## src/rtl/otter_pipe_pkg.sv

```systemverilog
// Shared types for the OTTER pipeline register chain: RV32I opcodes, the NOP word,
// the per-stage payload struct and opcode classification helpers.
package otter_pipe_pkg;

  localparam int unsigned XLEN  = 32;
  localparam int unsigned REG_W = 5;
  localparam int unsigned OPC_W = 7;
  localparam int unsigned CNT_W = 32;

  localparam logic [XLEN-1:0] NOP_INSTR = 32'h0000_0013;
  localparam logic [XLEN-1:0] RESET_PC  = 32'h0000_0000;

  typedef enum logic [OPC_W-1:0] {
    OPC_LUI    = 7'b0110111,
    OPC_AUIPC  = 7'b0010111,
    OPC_JAL    = 7'b1101111,
    OPC_JALR   = 7'b1100111,
    OPC_BRANCH = 7'b1100011,
    OPC_LOAD   = 7'b0000011,
    OPC_STORE  = 7'b0100011,
    OPC_OP_IMM = 7'b0010011,
    OPC_OP     = 7'b0110011,
    OPC_SYSTEM = 7'b1110011
  } opcode_t;

  typedef struct packed {
    logic [XLEN-1:0] ir;
    logic [XLEN-1:0] pc;
    logic            valid;
  } stage_t;

  function automatic stage_t bubble_at(input logic [XLEN-1:0] pc);
    return '{ir: NOP_INSTR, pc: pc, valid: 1'b0};
  endfunction

  function automatic logic op_writes_rd(input opcode_t op);
    case (op)
      OPC_LUI, OPC_AUIPC, OPC_JAL, OPC_JALR,
      OPC_OP_IMM, OPC_OP, OPC_LOAD: return 1'b1;
      default:                      return 1'b0;
    endcase
  endfunction

  function automatic logic op_uses_rs1(input opcode_t op);
    case (op)
      OPC_JALR, OPC_BRANCH, OPC_LOAD, OPC_STORE,
      OPC_OP_IMM, OPC_OP, OPC_SYSTEM: return 1'b1;
      default:                        return 1'b0;
    endcase
  endfunction

  function automatic logic op_uses_rs2(input opcode_t op);
    case (op)
      OPC_BRANCH, OPC_STORE, OPC_OP: return 1'b1;
      default:                       return 1'b0;
    endcase
  endfunction

endpackage

```

## src/rtl/otter_hazard_detect.sv

```systemverilog
// Combinational load-use and decode-branch hazard detector for the OTTER pipeline.
module otter_hazard_detect
  import otter_pipe_pkg::*;
(
  input  logic [XLEN-1:0] DEC_IR,
  input  logic            DEC_VALID,
  input  logic [XLEN-1:0] EXE_IR,
  input  logic            EXE_VALID,
  input  logic [XLEN-1:0] MEM_IR,
  input  logic            MEM_VALID,
  output logic            STALL
);

  opcode_t           dec_op, exe_op, mem_op;
  logic [REG_W-1:0]  dec_rs1, dec_rs2, exe_rd, mem_rd;
  logic              use_rs1, use_rs2, dec_is_br;
  logic              exe_wr, mem_wr, exe_hit, mem_hit;
  logic              unused_ir_bits;

  assign dec_op  = opcode_t'(DEC_IR[6:0]);
  assign exe_op  = opcode_t'(EXE_IR[6:0]);
  assign mem_op  = opcode_t'(MEM_IR[6:0]);
  assign dec_rs1 = DEC_IR[19:15];
  assign dec_rs2 = DEC_IR[24:20];
  assign exe_rd  = EXE_IR[11:7];
  assign mem_rd  = MEM_IR[11:7];

  assign unused_ir_bits = ^{DEC_IR[31:25], DEC_IR[14:7],
                            EXE_IR[31:12], MEM_IR[31:12]};

  assign use_rs1   = op_uses_rs1(dec_op);
  assign use_rs2   = op_uses_rs2(dec_op);
  assign dec_is_br = (dec_op == OPC_BRANCH) || (dec_op == OPC_JALR);

  // x0 is never a producer, so a zero rd can never create a dependency
  assign exe_wr = EXE_VALID && op_writes_rd(exe_op) && (exe_rd != '0);
  assign mem_wr = MEM_VALID && op_writes_rd(mem_op) && (mem_rd != '0);

  assign exe_hit = exe_wr && ((use_rs1 && (exe_rd == dec_rs1)) ||
                              (use_rs2 && (exe_rd == dec_rs2)));
  assign mem_hit = mem_wr && ((use_rs1 && (mem_rd == dec_rs1)) ||
                              (use_rs2 && (mem_rd == dec_rs2)));

  // Branches resolve in DEC, so they cannot wait for EXE/MEM forwarding
  assign STALL = DEC_VALID && ((exe_hit && (exe_op == OPC_LOAD)) ||
                               (dec_is_br && exe_hit) ||
                               (dec_is_br && mem_hit && (mem_op == OPC_LOAD)));

endmodule

```

## src/rtl/otter_pipe_regs.sv

```systemverilog
// OTTER DEC/EXE/MEM/WB pipeline registers with hazard bubbles, redirect squash and freeze.
// Optional stall/flush event counters are built when PIPE_PERF_CNT_EN is defined.
module otter_pipe_regs
  import otter_pipe_pkg::*;
(
  input  logic            CLK,
  input  logic            RST,
  input  logic [XLEN-1:0] IF_IR,
  input  logic [XLEN-1:0] IF_PC,
  input  logic            CLEAR,
  input  logic            HOLD,
  output logic            PC_WRITE,
  output logic            STALL,
  output logic [XLEN-1:0] DEC_IR,
  output logic [XLEN-1:0] EXE_IR,
  output logic [XLEN-1:0] MEM_IR,
  output logic [XLEN-1:0] WB_IR,
  output logic [XLEN-1:0] DEC_PC,
  output logic [XLEN-1:0] EXE_PC,
  output logic [XLEN-1:0] MEM_PC,
  output logic [XLEN-1:0] WB_PC,
  output logic            DEC_VALID,
  output logic            EXE_VALID,
  output logic            MEM_VALID,
  output logic            WB_VALID
`ifdef PIPE_PERF_CNT_EN
  ,
  output logic [CNT_W-1:0] STALL_CNT,
  output logic [CNT_W-1:0] FLUSH_CNT
`endif
);

  localparam stage_t RESET_STAGE = '{ir: NOP_INSTR, pc: RESET_PC, valid: 1'b0};

  stage_t dec_q, exe_q, mem_q, wb_q;
  stage_t dec_d, exe_d, mem_d, wb_d;
  logic   stall_c;

  otter_hazard_detect u_hazard (
    .DEC_IR    (dec_q.ir),
    .DEC_VALID (dec_q.valid),
    .EXE_IR    (exe_q.ir),
    .EXE_VALID (exe_q.valid),
    .MEM_IR    (mem_q.ir),
    .MEM_VALID (mem_q.valid),
    .STALL     (stall_c)
  );

  // Priority: HOLD freezes all, STALL holds DEC and bubbles EXE, CLEAR squashes fetch
  always_comb begin
    dec_d = dec_q;
    exe_d = exe_q;
    mem_d = mem_q;
    wb_d  = wb_q;
    if (!HOLD) begin
      wb_d  = mem_q;
      mem_d = exe_q;
      if (stall_c) begin
        exe_d = bubble_at(dec_q.pc);
      end else begin
        exe_d = dec_q;
        dec_d = CLEAR ? bubble_at(IF_PC)
                      : '{ir: IF_IR, pc: IF_PC, valid: 1'b1};
      end
    end
  end

  always_ff @(posedge CLK or posedge RST) begin
    if (RST) begin
      dec_q <= RESET_STAGE;
      exe_q <= RESET_STAGE;
      mem_q <= RESET_STAGE;
      wb_q  <= RESET_STAGE;
    end else begin
      dec_q <= dec_d;
      exe_q <= exe_d;
      mem_q <= mem_d;
      wb_q  <= wb_d;
    end
  end

`ifdef PIPE_PERF_CNT_EN
  logic [CNT_W-1:0] stall_cnt_q, stall_cnt_d;
  logic [CNT_W-1:0] flush_cnt_q, flush_cnt_d;

  // Counters follow the same priority as the stage registers
  always_comb begin
    stall_cnt_d = stall_cnt_q;
    flush_cnt_d = flush_cnt_q;
    if (!HOLD) begin
      if (stall_c) begin
        stall_cnt_d = stall_cnt_q + CNT_W'(1);
      end else if (CLEAR) begin
        flush_cnt_d = flush_cnt_q + CNT_W'(1);
      end
    end
  end

  always_ff @(posedge CLK or posedge RST) begin
    if (RST) begin
      stall_cnt_q <= '0;
      flush_cnt_q <= '0;
    end else begin
      stall_cnt_q <= stall_cnt_d;
      flush_cnt_q <= flush_cnt_d;
    end
  end

  assign STALL_CNT = stall_cnt_q;
  assign FLUSH_CNT = flush_cnt_q;
`endif

  assign STALL    = stall_c;
  assign PC_WRITE = !HOLD && !stall_c;

  assign DEC_IR    = dec_q.ir;
  assign EXE_IR    = exe_q.ir;
  assign MEM_IR    = mem_q.ir;
  assign WB_IR     = wb_q.ir;
  assign DEC_PC    = dec_q.pc;
  assign EXE_PC    = exe_q.pc;
  assign MEM_PC    = mem_q.pc;
  assign WB_PC     = wb_q.pc;
  assign DEC_VALID = dec_q.valid;
  assign EXE_VALID = exe_q.valid;
  assign MEM_VALID = mem_q.valid;
  assign WB_VALID  = wb_q.valid;

endmodule

```

## config.mk

```make
export PLATFORM = sky130hd
export DESIGN_NAME = otter_pipe_regs
export DESIGN_NICKNAME = d
export VERILOG_FILES = /design/src/rtl/otter_pipe_pkg.sv /design/src/rtl/otter_hazard_detect.sv /design/src/rtl/otter_pipe_regs.sv
export SDC_FILE = /design/constraint.sdc
export NUM_CORES = 1
export LEC_CHECK = 0
export CORE_MARGIN = 1.5
export CORE_UTILIZATION = 30
export CTS_CLUSTER_DIAMETER = 200
export DETAILED_ROUTE_END_ITERATION = 8
export GPL_TIMING_DRIVEN = 0
export PLACE_DENSITY = 0.69
export SYNTH_ARGS = -nofsm -noshare
export SYNTH_HDL_FRONTEND = slang
export SYNTH_HIERARCHICAL = 1
export SYNTH_SLANG_ARGS = --single-unit
```

## constraint.sdc

```tcl
create_clock -name CLK -period 7.2 [get_ports CLK]
set_input_delay 0.72 -clock CLK [delete_from_list [all_inputs] [get_ports CLK]]
set_output_delay 0.72 -clock CLK [all_outputs]
set_load 0.02 [all_outputs]
```

# [Yosys cells after proc, flatten, opt, wreduce, memory -nomap -nowiden]
# Index checks and enable logic that the tools add are counted.
# W data, S select, Z words.
[word_totals] reg_bits=260 inputBits=68 output_inout_bits=262 word_cells=75
[op_classes] eq_ne=25 n_mux=6 bitwise_logic=2 reduce_logical=30
[ops] op="$mux W65" count=2
[ops] op="$eq A7 B7 Y1 const B" count=7
[ops] op="$eq A7 B6 Y1 const B" count=6
[ops] op="$eq A7 B5 Y1 const B" count=5
[ops] op="$eq A7 B2 Y1 const B" count=3
[ops] op="$reduce_or A7 Y1" count=3
[ops] op="$eq A5 B5 Y1" count=4
[ops] op="$logic_and A1 B1 Y1" count=16
[ops] op="$reduce_bool A5 Y1" count=2
[ops] op="$logic_or A1 B1 Y1" count=5
[ops] op="$mux W1" count=4
[ops] op="$reduce_or A3 Y1" count=1
[ops] op="$logic_not A1 Y1" count=2
[ops] op="$not A1 Y1" count=2
[ops] op="$reduce_and A2 Y1" count=1

# [Longest topological paths before layout]
# Gate-level depths: netlist of the first run.
[depth] ltp_word=12 mapped_depth=10

# [Hierarchy]
# Netlist of the first run, hierarchy kept.
[by_module_without_submodules] module="otter_pipe_regs" n_inst=1 cells_per_inst=681 area_per_inst_um2=10054.6
[by_module_without_submodules] module="otter_hazard_detect" n_inst=1 cells_per_inst=52 area_per_inst_um2=376.6

# [Worst setup path after synthesis of the first run]
# OpenSTA, ideal clock, no wires.
[synth_path] path_kind="register -> output" start="register dec_q, in the netlist DEC_IR[1]" end="output port PC_WRITE" arrival_ps=2325 required_time_ps=6480 setup_slack_ps=4155 path_stages_with_launch=10 n_path_buf=2 path_cell_list="dfstp_2 nand4b_1 or3_1 nor4_2 o211ai_1 o22ai_1 or2_1 buf_6 inv_8 buf_4"
[synth_between] elab_chain_len=12 elab_cells_between_ends=29 cone_classes="eq/ne: 7; mux: 2; reduce/logical: 20"
[synth_lines] element="start: declaration" line_no="otter_pipe_regs.sv:35" rtl="stage_t dec_q, exe_q, mem_q, wb_q;"
[synth_lines] element="start signal: assignment" line_no="otter_pipe_regs.sv:70" rtl="dec_q <= RESET_STAGE;"
[synth_lines] element="start signal: assignment" line_no="otter_pipe_regs.sv:75" rtl="dec_q <= dec_d;"
[synth_lines] element="$eq A7 B2 Y1 (tied with other cells)" line_no="otter_pipe_pkg.sv:45" rtl="case (op)"
[synth_lines] element="$reduce_or A7 Y1 or $reduce_or A3 Y1 (tied branches)" line_no="otter_pipe_pkg.sv:45, otter_pipe_pkg.sv:53"
[synth_lines] element="$mux W1, on equally long branches" line_no="otter_pipe_pkg.sv:45, otter_pipe_pkg.sv:53"
[synth_lines] element="$logic_and A1 B1 Y1, on equally long branches"
[synth_lines] element="$logic_or A1 B1 Y1, on equally long branches" line_no="otter_hazard_detect.sv:39, otter_hazard_detect.sv:41"
[synth_lines] element="$logic_and A1 B1 Y1, on equally long branches" line_no="otter_hazard_detect.sv:39, otter_hazard_detect.sv:41"
[synth_lines] element="$logic_and A1 B1 Y1, on equally long branches" line_no="otter_hazard_detect.sv:45, otter_hazard_detect.sv:46, otter_hazard_detect.sv:47"
[synth_lines] element="$logic_or A1 B1 Y1 or $logic_and A1 B1 Y1 (tied branches)" line_no="otter_hazard_detect.sv:45, otter_hazard_detect.sv:47"
[synth_lines] element="$logic_or A1 B1 Y1 (*)" line_no="otter_hazard_detect.sv:46" rtl="(dec_is_br && exe_hit) ||"
[synth_lines] element="$logic_and A1 B1 Y1 (*)" line_no="otter_hazard_detect.sv:45" rtl="assign STALL = DEC_VALID && ((exe_hit && (exe_op == OPC_LOAD)) ||"
[synth_lines] element="net STALL" line_no="otter_pipe_regs.sv:13" rtl="output logic STALL,"
[synth_lines] element="$logic_not A1 Y1 (*)" line_no="otter_pipe_regs.sv:114" rtl="assign PC_WRITE = !HOLD && !stall_c;"
[synth_lines] element="$logic_and A1 B1 Y1 (*)" line_no="otter_pipe_regs.sv:114"
[synth_lines] element="end: declaration" line_no="otter_pipe_regs.sv:12" rtl="output logic PC_WRITE,"
# The timed path passes the listed nets; every way through them passes the cells marked *.

# [Final worst setup path of the first run]
[layout_path] start="register dec_q, in the netlist DEC_IR[1]" end="output port PC_WRITE"
[layout_between] elab_chain_len=12 elab_cells_between_ends=29 cone_classes="eq/ne: 7; mux: 2; reduce/logical: 20"
[layout_lines] element="$eq A7 B2 Y1 (tied with other cells)" line_no="otter_pipe_pkg.sv:45"
[layout_lines] element="$reduce_or A7 Y1 or $reduce_or A3 Y1 (tied branches)" line_no="otter_pipe_pkg.sv:45, otter_pipe_pkg.sv:53"
[layout_lines] element="$mux W1, on equally long branches" line_no="otter_pipe_pkg.sv:45, otter_pipe_pkg.sv:53"
[layout_lines] element="$logic_and A1 B1 Y1, on equally long branches"
[layout_lines] element="$logic_or A1 B1 Y1, on equally long branches" line_no="otter_hazard_detect.sv:39, otter_hazard_detect.sv:41"
[layout_lines] element="$logic_and A1 B1 Y1, on equally long branches" line_no="otter_hazard_detect.sv:39, otter_hazard_detect.sv:41"
[layout_lines] element="$logic_and A1 B1 Y1, on equally long branches" line_no="otter_hazard_detect.sv:45, otter_hazard_detect.sv:46, otter_hazard_detect.sv:47"
[layout_lines] element="$logic_or A1 B1 Y1 or $logic_and A1 B1 Y1 (tied branches)" line_no="otter_hazard_detect.sv:45, otter_hazard_detect.sv:47"
[layout_lines] element="$logic_or A1 B1 Y1 (*)" line_no="otter_hazard_detect.sv:46"
[layout_lines] element="$logic_and A1 B1 Y1 (*)" line_no="otter_hazard_detect.sv:45"
[layout_lines] element="$logic_not A1 Y1 (*)" line_no="otter_pipe_regs.sv:114"
[layout_lines] element="$logic_and A1 B1 Y1 (*)" line_no="otter_pipe_regs.sv:114"
# Every way passes the cells marked *; elsewhere a longest branch is shown, timed or not.

==> results of run 1 <==
[cell usage in the layout, fill, tap and decap left out, types with 2 or more instances in the layout]
master and n:
mux2_2 164, buf_2 19, nand4_1 3, clkbuf_1 31
buf_12 10, xor2_1 11, clkbuf_16 29, nor3_1 4
a22o_1 9, nand2b_1 50, mux2_4 30, dfstp_2 12
o21ai_0 91, dfrtp_1 248, buf_6 2, nand3_1 2
nor2_1 8, xnor2_1 9, clkdlybuf4s50_1 328, clkinv_2 6
nor4_2 2, clkbuf_8 5, nand2_1 27
[flip-flops by register name, indices dropped and copies added (netlist names), 32 cells and up]
register,cells
WB_PC,32
WB_IR,32
EXE_IR,32
MEM_IR,32
DEC_IR,32
MEM_PC,32
EXE_PC,32
DEC_PC,32
[layout make-up]
type | instances | area, µm² | area share
Antenna cell | 1 | 2.502 | 0.0001633
Buffer | 45 | 260.3 | 0.01698
Clock buffer | 45 | 835.8 | 0.05454
Clock inverter | 7 | 60.06 | 0.003919
Inverter | 3 | 22.52 | 0.001470
Multi-Input combinational cell | 425 | 3631 | 0.2369
Sequential cell | 260 | 6521 | 0.4255
Tap cell | 455 | 569.3 | 0.03715
Timing Repair Buffer | 335 | 3423 | 0.2234
[metal layers]
layer,up-vias,global-route usage,part of all wire
li1,3312,-,-
met1,3654,0.2198,0.43
met2,237,0.2844,0.49
met3,47,0.03559,0.062
met4,0,0.04701,0.020
met5,-,0,0
[worst reg2reg max path: stages (launching register included)]
cell and delay (ps):
dfstp_2 570, nand4b_1 160, a211oi_1 490, nand4_1 160
o31a_1 260, o22ai_1 420, clkbuf_1 400, clkbuf_1 510
o21ai_0 140, o21ai_0 110
[kinds of logic (layout without fill, tap and decap cells)]
kind of cell    after synthesis  in the layout  synth area share
xor+xnor                     20             20           0.01679
simple gates                103            103           0.05434
other cells                   0              1                 0
mux                         194            194            0.2202
buf+inv                      48            435           0.02675
compound gates              108            108           0.05674
flops                       260            260            0.6252
[how the worst max path moves through the flow]
stage	startpoint	to	slack (ps)	cells past startpoint
2_1_floorplan	RST	DEC_IR[10]	3060	1
3_3_place_gp	RST	WB_IR[29]	1040	2
3_5_place_dp	DEC_IR[1]	PC_WRITE	3340	10
4_1_cts	DEC_IR[1]	PC_WRITE	2740	10
5_1_grt	DEC_IR[1]	PC_WRITE	2600	10
6_report	DEC_IR[1]	PC_WRITE	2730	10
[metrics by stage]
| stage | std cells | setup WS (ps) | power, mW | util | hold WS, ps |
|---|---|---|---|---|---|
| 6_report | 1576 | 2729 | 4.387 | 0.4459 | 498.0 |
| 5_1_grt | 1576 | 2595 | 4.588 | 0.4459 | 497.3 |
| 4_1_cts | 1575 | 2735 | 4.446 | 0.4458 | 474.4 |
| 3_5_place_dp | 1523 | 3338 | 3.020 | 0.4197 | 492.7 |
| 3_3_place_gp | 1516 | 1036 | 2.994 | 0.4157 | 486.7 |
| 2_1_floorplan | 733 | 3062 | 2.399 | - | 530.7 |
[power by group]
| part | switching (mW) | total [mW] | internal [mW] |
|---|---|---|---|
| sequential | 0.173 | 1.86 | 1.68 |
| combinational | 0.539 | 1.13 | 0.589 |
| clock | 0.577 | 1.40 | 0.826 |
| total | 1.29 | 4.39 | 3.10 |
==> impl_metrics.py, run 1 <==
metrics = {
    "status": {
        "status": "completed",
    },
    "placed_design": {
        "place.gp.congestion": 0.8299,
        "port_buffers": 328,
        "dp_hpwl_um": 22840,
        "place_area_um2": 14430,
    },
    "critical_path": {
        "cp_max_fo": 10,
        "cp_num_buf_inv": 4,
        "max_stage_delay_ps": 570,
        "path_cells": "nand4b_1 > a211oi_1 > nand4_1 > o31a_1 > o22ai_1 > or2_1 > buf_6 > inv_8 > buf_4 > clkdlybuf4s50_1",
        "reg2reg_slack_ps": 3890,
        "ff2ff_path_depth": 9,
        "critical_path.top_delay_family": "compound AO/OA/AOI/OAI gates",
        "crit_type": "reg2out",
        "reg2reg_to": "DEC_IR[25]",
        "required_ps": 6480,
        "critPathCaptureType": "primary output",
        "critPathSlowestCell": "dfstp_2",
        "rr_startpoint": "DEC_IR[1]",
        "cp-start-kind": "register",
        "worstPathArrival_ps": 3750,
    },
    "timing": {
        "tns_ps": 0,
        "slew_headroom": 0.5468,
        "fmaxAchievable_mhz": 223.7,
        "hold_viol": 0,
        "period_share": 0.6209,
        "setup_viol": 0,
        "drv_slew": 0,
        "final.setup_skew_ps": 9.340,
        "rsz0062_at_grt": "no",
        "worstMarginPinSlew_ps": 679.8,
        "fin_crit_ps": 4471,
    },
    "worst_hold_path": {
        "hold_class": "in2async",
    },
    "job": {
        "max-cap-violations": 0,
    },
    "floorplan": {
        "initial_core_util": 0.3035,
        "dieArea_um2": 35900,
        "pin_count": 330,
        "die_y_um": 189.5,
        "rows": 68,
        "dieWidth_um": 189.5,
        "core_area_um2": 34370,
    },
    "route": {
        "final_antenna_net_count": 0,
        "wire_per_inst_um": 19.45,
        "first_pass_iters": 4,
        "drc_errors": 0,
        "viasPerCell": 4.600,
        "drt_iter0_markers": 242,
        "totalWireLength_um": 30650,
        "vias": 7250,
    },
    "layout": {
        "stdcell_area_um2": 15330,
        "final_nets": 1167,
        "fill_cells": 3194,
        "area_delta_synth_final_pct": 46.92,
        "drive_above_1_share": 0.2527,
    },
    "cts": {
        "cts_made_buffers": 29,
        "cts_tree": "built",
        "post_cts_resize_count": 0,
        "post_cts_buffers": 0,
        "clock-root-buffer": "clkbuf_16",
        "hold_buffers": 0,
        "htree_levels": 1,
        "clock_sinks": 260,
        "clk_latency_ps": 540,
        "clk_pin_slew_ps": 60,
        "clockBufferDepth": 3,
    },
    "logic_synthesis": {
        "yosysSeqAreaShare": 0.6252,
        "synthArstFlopShare": 1.000,
        "syn_nets": 801,
        "synth.area.top_cells": "dfrtp_1 59%, mux2_2 18%, o21ai_0 4.4%",
        "synth_largest_area_cell": "dfrtp_1",
        "synth_cell_type_count": 37,
        "ys_seq_elements": 260,
        "avgSynthCellArea_um2": 14.23,
        "syn_area_um2": 10430,
        "synth_most_common_cell": "dfrtp_1",
        "yosys_warnings": 6,
        "synthFlopType": "dfrtp_1",
        "synth_edf_count": 0,
        "synth.top_cell.area_share": 0.5949,
        "netlist_instances": 733,
        "synthTopCellsByCount": "248 x dfrtp_1, 164 x mux2_2, 91 x o21ai_0",
    },
    "grt": {
        "grt_max_degree": 43,
        "grt_pass1_vias": 7549,
        "antenna_found_initial": 1,
        "global_route.usage.total": 0.1691,
        "grt_overflow": 0,
        "grt_pass1_wl_um": 46760,
    },
    "power_and_ir_drop": {
        "ir_drop_mv": 0.1882,
        "p_leak_nw": 6.476,
        "power.density_nw_per_um2": 286.2,
    },
}
Power figures use the tool's default switching activity.
==> run 2: changes to the inputs <==
--- a/config.mk
+++ b/config.mk
@@ -10,7 +10,7 @@
 export CTS_CLUSTER_DIAMETER = 200
 export DETAILED_ROUTE_END_ITERATION = 8
 export GPL_TIMING_DRIVEN = 0
-export PLACE_DENSITY = 0.69
+export PLACE_DENSITY = 0.67
 export SYNTH_ARGS = -nofsm -noshare
 export SYNTH_HDL_FRONTEND = slang
 export SYNTH_HIERARCHICAL = 1
==> constraint.sdc (replaced) <==
create_clock -name CLK -period 4.2 [get_ports CLK]
set_input_delay 0.42 -clock CLK [delete_from_list [all_inputs] [get_ports CLK]]
set_output_delay 0.42 -clock CLK [all_outputs]
set_load 0.02 [all_outputs]
==> run 2 against run 1 <==
Worst setup slack worse by 2400 ps. First-iteration DRC count up 36%. Combinational power up 71%. Critical endpoint unchanged. Core utilization up 0.27 points. Sequential power up 71%. Die area unchanged. Sequential share of layout area down 0.25 points. Critical path type unchanged. Clock skew up 2.4 ps. Power up 74%. Via count up 1.3%. Final area up 0.60%. Register-to-register slack worse by 2900 ps.
==> impl_metrics.py, run 2 (same netlist as run 1, synthesis figures left out) <==
metrics = {
    "power_and_ir_drop": {
        "p_sw_mw": 2.220,
        "p_clk_frac": 0.330,
        "intPower_mw": 5.410,
        "p_leak_nw": 6.516,
        "power.density_nw_per_um2": 494.9,
        "swShare": 0.2909,
        "ir_drop_mv": 0.3167,
        "combPwrFrac": 0.253,
        "pwr-share-seq": 0.417,
    },
    "floorplan": {
        "pin_count": 330,
        "initial_core_util": 0.3035,
        "dieArea_um2": 35900,
        "rows": 68,
        "dieWidth_um": 189.5,
        "die_y_um": 189.5,
        "core_area_um2": 34370,
    },
    "cts": {
        "clockBufferDepth": 3,
        "cts_made_buffers": 28,
        "cts_tree": "built",
        "clock-root-buffer": "clkbuf_16",
        "htree_levels": 1,
        "clock_sinks": 260,
        "clk_pin_slew_ps": 60,
        "hold_buffers": 0,
        "post_cts_buffers": 0,
        "clk_latency_ps": 540,
    },
    "critical_path": {
        "worstPathArrival_ps": 3470,
        "required_ps": 3780,
        "cp_max_fo": 10,
        "cp-start-kind": "register",
        "reg2reg_slack_ps": 1010,
        "ff2ff_path_depth": 9,
        "crit_type": "reg2out",
        "reg2reg_to": "DEC_IR[21]",
        "rr_startpoint": "DEC_IR[0]",
        "critPathCaptureType": "primary output",
    },
    "grt": {
        "global_route.usage.total": 0.1677,
        "grt_overflow": 0,
        "grt_max_degree": 42,
        "antenna_found_initial": 1,
        "grt_pass1_wl_um": 46390,
        "grt_pass1_vias": 7482,
    },
    "timing": {
        "hold_viol": 0,
        "worstMarginPinSlew_ps": 689.9,
        "setup_ws_ps": 305.3,
        "period_share": 0.9273,
        "slew_headroom": 0.5401,
        "worst_hold_slack_ps": 218.0,
        "final.setup_skew_ps": 11.73,
        "rsz0062_at_grt": "no",
        "fin_crit_ps": 3895,
        "setup_viol": 0,
        "drv_slew": 0,
        "fmaxAchievable_mhz": 256.8,
        "tns_ps": 0,
    },
    "route": {
        "drc_errors": 0,
        "vias": 7341,
        "totalWireLength_um": 30730,
        "wire_per_inst_um": 19.49,
        "viasPerCell": 4.655,
        "first_pass_iters": 4,
        "drt_iter0_markers": 330,
        "final_antenna_net_count": 0,
    },
    "layout": {
        "final_core_util": 0.4485,
        "final_common_cell": "clkdlybuf4s50_1",
        "drive_above_1_share": 0.2587,
        "area_delta_synth_final_pct": 47.80,
        "final_nets": 1167,
        "fill_cells": 3198,
        "final_cell_mix": "328 x clkdlybuf4s50_1, 248 x dfrtp_1, 164 x mux2_2",
    },
    "placed_design": {
        "preCtsSetupSlack_ps": 742.5,
        "dp_hpwl_um": 22960,
        "port_buffers": 328,
        "place.gp.congestion": 0.8323,
    },
    "job": {
        "max-cap-violations": 0,
    },
    "worst_hold_path": {
        "hold_class": "in2async",
    },
    "status": {
        "status": "completed",
    },
}
-- run 2: changes by cell type in the layout (fill, tap and decap cells not counted), sizes merged --
cell	change
clkinvlp	+1
inv	+1
clkbuf	+1
buf	+1
clkinv	-3
-- run 2: per-layer routing --
layer	routed length, µm	up-vias	share of wire	GRT usage
met1	12900	3740	0.42	0.2183
met3	2018	43	0.066	0.03244
li1	-	3320	-	-
met5	0	-	0	0
met2	15110	238	0.49	0.2830
met4	702	0	0.023	0.04823
-- run 2: critical path, cell delays in order (launching register included) --
cell and delay [ps]:
dfstp_2 570, nand4b_1 150, a211oi_1 450, nand4_1 130, o31a_1 270, o22ai_2 210, or2_1 160, buf_6 170
inv_8 70, buf_4 190, clkdlybuf4s50_1 550
-- run 2: layout make-up --
cell class,instances,area (µm²),area share
clock inverter,6,61.31,0.003977
antenna,1,2.502,0.0001623
inverter,3,22.52,0.001461
sequential,260,6521,0.4230
tap,455,569.3,0.03693
buffer,45,260.3,0.01688
timing repair buffer,336,3443,0.2233
multi-input combinational,425,3637,0.2359
clock buffer,46,899.6,0.05835
-- run 2: worst max-delay path by stage --
stage / from / endpoint / slack [ps] / depth (start not counted)
final: DEC_IR[0] / PC_WRITE / 310 / 10
after global routing: DEC_IR[1] / PC_WRITE / 160 / 10
after CTS: DEC_IR[0] / PC_WRITE / 120 / 10
after detailed placement: DEC_IR[0] / PC_WRITE / 740 / 10
after global placement: RST / EXE_PC[0] / -1680 / 2
after floorplan: RST / DEC_IR[10] / 360 / 1
-- run 2: what timing repair did --
action,in CTS,in global routing
setup endpoints to repair,0,1
gates resized for setup,0,1
hold endpoints to repair,0,0
-- run 2: power groups by stage --
| stage | registers [mW] | logic [mW] | clock network, mW |
|---|---|---|---|
| 2_1_floorplan | 3.61 | 0.502 | 0 |
| 3_3_place_gp | 3.21 | 1.92 | 0 |
| 3_5_place_dp | 3.22 | 1.95 | 0 |
| 4_1_cts | 3.18 | 1.96 | 2.61 |
| 5_1_grt | 3.24 | 2.03 | 2.70 |
| 6_report | 3.18 | 1.93 | 2.52 |
-- run 2: metrics by stage --
step | total power [mW] | cell area [µm²] | instances
floorplan | 4.112 | 10440 | 733
global placement | 5.125 | 14290 | 1516
detailed placement | 5.176 | 14450 | 1524
CTS | 7.747 | 15410 | 1576
global route | 7.974 | 15420 | 1577
finish | 7.630 | 15420 | 1577
